**config.mk**
```make
export PLATFORM = sky130hd
export DESIGN_NAME = vec_exec_stage
export DESIGN_NICKNAME = d
export VERILOG_FILES = /design/src/rtl/vec_pkg.sv /design/src/rtl/vec_lane_alu.sv /design/src/rtl/vec_exec_stage.sv
export SDC_FILE = /design/constraint.sdc
export NUM_CORES = 2
export LEC_CHECK = 0
export CORE_MARGIN = 2
export CORE_UTILIZATION = 50
export CTS_CLUSTER_DIAMETER = 60
export DETAILED_ROUTE_END_ITERATION = 7
export PLACE_DENSITY = 0.7
export SLEW_MARGIN = 25
export SYNTH_ARGS = -nofsm -noshare
export SYNTH_HDL_FRONTEND = slang
export SYNTH_SLANG_ARGS = --single-unit
export TNS_END_PERCENT = 20
```
**constraint.sdc**
```tcl
create_clock -name clk -period 14.2 [get_ports clk]
set_input_delay 1.42 -clock clk [delete_from_list [all_inputs] [get_ports clk]]
set_output_delay 1.42 -clock clk [all_outputs]
set_load 0.02 [all_outputs]
```
**src/rtl/vec_pkg.sv**
```systemverilog
// Shared types for the vector execute stage: opcodes, FSM states, lane geometry.
package vec_pkg;

  localparam int LANES     = 8;
  localparam int N_DEFAULT = 20;

  typedef enum logic [2:0] {
    OP_ADD  = 3'b000,
    OP_SUB  = 3'b001,
    OP_XOR  = 3'b010,
    OP_AND  = 3'b011,
    OP_SLL  = 3'b100,
    OP_SRL  = 3'b101,
    OP_MUL  = 3'b110,
    OP_PASS = 3'b111
  } vec_op_e;

  typedef enum logic {
    ST_IDLE = 1'b0,
    ST_MUL  = 1'b1
  } vec_state_e;

endpackage

```
**src/rtl/vec_lane_alu.sv**
```systemverilog
// One-lane combinational ALU for every opcode except MUL (MUL lanes come from the shared multipliers).
// Zero latency, no flow control.
module vec_lane_alu
  import vec_pkg::*;
#(
  parameter int N = N_DEFAULT
) (
  input  logic [2:0]   op_i,
  input  logic [N-1:0] a_i,
  input  logic [N-1:0] b_i,
  output logic [N-1:0] res_o
);

  logic [4:0] shamt;
  logic       shift_oob;

  assign shamt     = b_i[4:0];
  // Shifting by the full lane width or more must clear the lane.
  assign shift_oob = (32'(shamt) >= 32'(N));

  always_comb begin
    res_o = a_i;
    case (vec_op_e'(op_i))
      OP_ADD:  res_o = a_i + b_i;
      OP_SUB:  res_o = a_i - b_i;
      OP_XOR:  res_o = a_i ^ b_i;
      OP_AND:  res_o = a_i & b_i;
      OP_SLL:  res_o = shift_oob ? '0 : (a_i << shamt);
      OP_SRL:  res_o = shift_oob ? '0 : (a_i >> shamt);
      default: res_o = a_i;
    endcase
  end

endmodule

```
**src/rtl/vec_exec_stage.sv**
```systemverilog
// Vector execute stage: 8 lanes, non-MUL ops write back after 1 cycle, MUL after 5 cycles
// using two shared multipliers over four steps; in_ready drops while a MUL is in flight.
module vec_exec_stage
  import vec_pkg::*;
#(
  parameter int N = N_DEFAULT
) (
  input  logic                        clk,
  input  logic                        reset,
  input  logic                        in_valid,
  output logic                        in_ready,
  input  logic [2:0]                  op,
  input  logic [3:0]                  dst,
  input  logic [LANES-1:0][N-1:0]     a,
  input  logic [LANES-1:0][N-1:0]     b,
  output logic                        we3,
  output logic [3:0]                  ra3,
  output logic [LANES-1:0][N-1:0]     wd3,
  output logic                        busy
);

  vec_state_e                state_q, state_d;
  logic [1:0]                k_q, k_d;
  logic [LANES-1:0][N-1:0]   a_q, a_d, b_q, b_d, acc_q, acc_d;
  logic [3:0]                dst_q, dst_d;
  logic                      we3_q, we3_d;
  logic [3:0]                ra3_q, ra3_d;
  logic [LANES-1:0][N-1:0]   wd3_q, wd3_d;

  logic [LANES-1:0][N-1:0]   alu_res;
  logic [2:0]                lo_idx, hi_idx;
  logic [N-1:0]              prod_lo, prod_hi;

  for (genvar i = 0; i < LANES; i++) begin : g_lane
    vec_lane_alu #(.N(N)) u_alu (
      .op_i  (op),
      .a_i   (a[i]),
      .b_i   (b[i]),
      .res_o (alu_res[i])
    );
  end

  // Two multipliers shared across the four MUL steps; N-bit context keeps the low N bits.
  assign lo_idx  = {k_q, 1'b0};
  assign hi_idx  = {k_q, 1'b1};
  assign prod_lo = a_q[lo_idx] * b_q[lo_idx];
  assign prod_hi = a_q[hi_idx] * b_q[hi_idx];

  assign in_ready = (state_q == ST_IDLE);
  assign busy     = (state_q == ST_MUL);
  assign we3      = we3_q;
  assign ra3      = ra3_q;
  assign wd3      = wd3_q;

  always_comb begin
    state_d = state_q;
    k_d     = k_q;
    a_d     = a_q;
    b_d     = b_q;
    dst_d   = dst_q;
    acc_d   = acc_q;
    we3_d   = 1'b0;
    ra3_d   = ra3_q;
    wd3_d   = wd3_q;
    case (state_q)
      ST_IDLE: begin
        if (in_valid) begin
          if (vec_op_e'(op) == OP_MUL) begin
            a_d     = a;
            b_d     = b;
            dst_d   = dst;
            k_d     = 2'd0;
            state_d = ST_MUL;
          end else begin
            we3_d = 1'b1;
            ra3_d = dst;
            wd3_d = alu_res;
          end
        end
      end
      ST_MUL: begin
        acc_d[lo_idx] = prod_lo;
        acc_d[hi_idx] = prod_hi;
        k_d           = k_q + 2'd1;
        if (k_q == 2'd3) begin
          we3_d   = 1'b1;
          ra3_d   = dst_q;
          wd3_d   = acc_d;
          state_d = ST_IDLE;
        end
      end
    endcase
  end

  always_ff @(posedge clk) begin
    if (reset) begin
      state_q <= ST_IDLE;
      k_q     <= 2'd0;
      a_q     <= '0;
      b_q     <= '0;
      dst_q   <= '0;
      acc_q   <= '0;
      we3_q   <= 1'b0;
      ra3_q   <= '0;
      wd3_q   <= '0;
    end else begin
      state_q <= state_d;
      k_q     <= k_d;
      a_q     <= a_d;
      b_q     <= b_d;
      dst_q   <= dst_d;
      acc_q   <= acc_d;
      we3_q   <= we3_d;
      ra3_q   <= ra3_d;
      wd3_q   <= wd3_d;
    end
  end

endmodule

```
==> results.tsv <==
metric	value	unit
avgSynthCellArea	7.81	um^2
rsz0062_at_grt	false	
rows	136	
synthAdderAreaFrac	16.7	%
wl	361	mm
final_util	56.7	%
antenna_found_initial	52	
period_share	64.0	%
r2r_slack	5.11	ns
synth_top_family_by_area	compound AO/OA/AOI/OAI gates	
power	6.29	mW
start_kind	register	
hold_path.class	reg2reg	
ys_ff_latch	620	
dp_hpwl	269	mm
synthXorXnorAreaFrac	4.58	%
power_density	80.7	mW/mm^2
drtIter0Drc	10492	
p_leak	31.0	nW
post_cts_buffers	0	
yosysSeqAreaShare	18.0	%
yosys.area_share.simple	18.1	%
clock-sinks	620	
finalSetupTns	0	ns
drv_slew	0	
reg2reg_from	k_q[0]	
place_congestion	1.06	
crit_start	k_q[0]	
start_util	50.3	%
htreeDepth	3	
async_flop_share	0	%
critPathCaptureType	register	
ir_drop	82.9	uV
core_area	0.137	mm^2
cts.clk_slew.worst_paths	0.06	ns
layout.nets	10011	
ys.flop_type	dfxtp_1	
die_area	0.141	mm^2
ant_nets	0	
die_x	376	um
drive_above_1_share	8.33	%
synth_mux_area_share	15.7	%
tightest_slew	1.32	ns
synth_top_cell_area_share	18.0	%
grt_overflow_total	0	
fin_worst_skew	0.0432	ns
ys_types	86	
hold_path_depth	2	
num_vias	73654	
yosysWarnings	0	
portBuffers	496	
max_slew_margin	11.2	%
status	complete, but fails checks	
cts_hold_buf	0	
dp_worst_setup_slack	5.07	ns
violations	DRC	
cts_tree	built	
cts-root-buf	clkbuf_16	
dr.pass1.iters	8	
yosys-top-cells-area	dfxtp_1 (18%), ha_1 (8.5%), fa_1 (8.2%)	
drc	6	
synth_cells	8841	
setup_viol	0	
synth.cell_area	0.0690	mm^2
fmax	110	MHz
period_minus_slack	9.09	ns
fill_cells	12825	
layout_setup_ws	5.11	ns
area_delta_synth_final	12.9	%
yosysTopAreaCell	dfxtp_1	
path_max_fanout	45	
cts-buffers-inserted	77	
grt_pass1_vias	68632	
track_usage	49.6	%
worstHoldStart	wd3[61]	
holdWs	0.452	ns
crit_required	14.77	ns
synth_compound_area_share	20.6	%
grt_max_degree	228	
crit_arrival	9.66	ns
syn_nets	9923	
insertion_delay	0.70	ns
die_y	376	um
reg2regPathDepth	26	
hold_viol	0	
cts_max_path_buffers	3	
grt_pass1_wl	505	mm
drv_cap	0	
synth-edff-count	0	
io_pins	497	
critPathKind	reg2reg	
viasPerCell	6.81	
cts_resized	0	
wire_per_inst	33.4	um
through the flow:
stage | cells | instance area [um^2]
after floorplan | 8841 | 69000
after global placement | 10638 | 75100
after detailed placement | 10643 | 75100
after CTS | 10784 | 77800
after global routing | 10791 | 77900
final | 10808 | 77900
synth_stat cells, drive strengths merged (220+ instances only):
cell type  instances
and2             227
clkbuf           538
mux2i            443
inv              452
nand2           1320
o21ai            434
a21oi            937
ha               470
xnor2            245
nor2             790
mux4             229
fa               282
a211oi           220
dfxtp            620
metal layers:
layer | GRT usage (%) | vias to the layer above | wire (um)
met3 | 15.5 | 1432 | 46200
met5 | 0 | - | 368
met1 | 58.5 | 35470 | 126000
met4 | 41.1 | 52 | 37600
li1 | - | 31429 | -
met2 | 73.7 | 5271 | 151000
cell families after synthesis:
logic type,after synthesis
muxes,785
buffers and inverters,1122
xor gates and xnor gates,356
and+or+nand+nor,2876
DFF,620
adders and majority gates,752
AOI/OAI and AO/OA,2330
sequential cells by signal, summed over array words and instances (netlist names):
name,flops
we3,1
k_q,2
busy,1
dst_q,4
a_q,160
ra3,4
b_q,160
wd3,160
acc_q,128
worst paths after layout:
kind / end
setup reg to reg: wd3[116]
hold / removal: wd3[61]
hold reg to reg: wd3[61]
setup / recovery: wd3[116]
placed cells by master (no fill, tap or decap), types with 24 or more instances in the layout:
| cell type | instances |
|---|---|
| nand2_1 | 1309 |
| a21oi_1 | 937 |
| nor2_1 | 783 |
| dfxtp_1 | 617 |
| clkdlybuf4s50_1 | 472 |
| ha_1 | 467 |
| inv_1 | 447 |
| mux2i_1 | 443 |
| o21ai_0 | 429 |
| fa_1 | 282 |
| xnor2_1 | 241 |
| mux4_2 | 229 |
| and2_1 | 224 |
| a211oi_1 | 220 |
| nor3_1 | 170 |
| buf_4 | 163 |
| o22ai_1 | 147 |
| mux2_2 | 113 |
| xor2_1 | 109 |
| nor2b_1 | 85 |
| clkbuf_16 | 78 |
| nand2b_1 | 72 |
| a21o_1 | 66 |
| a221oi_1 | 66 |
| nand3_1 | 65 |
| o211ai_1 | 64 |
| a31oi_1 | 55 |
| o21a_1 | 37 |
| o31ai_1 | 36 |
| nor4_1 | 31 |
| o221ai_1 | 31 |
| a22oi_1 | 29 |
| and3_1 | 24 |
where the power goes:
part,switching (mW),internal [mW]
Sequential,0.113,1.81
Combinational,1.44,0.804
Clock,0.914,1.21
worst max-delay path: stages (launching register included):
cell       delay, ns
dfxtp_4         0.88
buf_4           0.73
mux4_2          0.80
and2_1          0.24
fa_1            0.50
fa_1            0.51
inv_1           0.05
fa_1            0.47
inv_1           0.05
fa_1            0.49
inv_1           0.06
fa_1            0.53
inv_1           0.05
fa_1            0.50
inv_1           0.06
fa_1            0.47
inv_1           0.05
ha_1            0.29
or2_2           0.33
a21oi_1         0.24
nor2_1          0.08
a31o_2          0.26
a21o_1          0.21
a21oi_1         0.26
xnor2_1         0.26
nand2_1         0.10
a2111oi_0       0.39
area by class of cell:
class / count / area [um^2] / share of cell area (%)
multi-input combinational: 7099 / 52400 / 67.3
sequential: 620 / 12400 / 15.9
timing repair buffer: 672 / 6340 / 8.14
tap: 1794 / 2240 / 2.88
clock buffer: 101 / 2170 / 2.78
inverter: 459 / 1730 / 2.22
clock inverter: 40 / 514 / 0.660
antenna: 23 / 57.6 / 0.0739
Note: power is estimated with default switching activity, not from simulation.
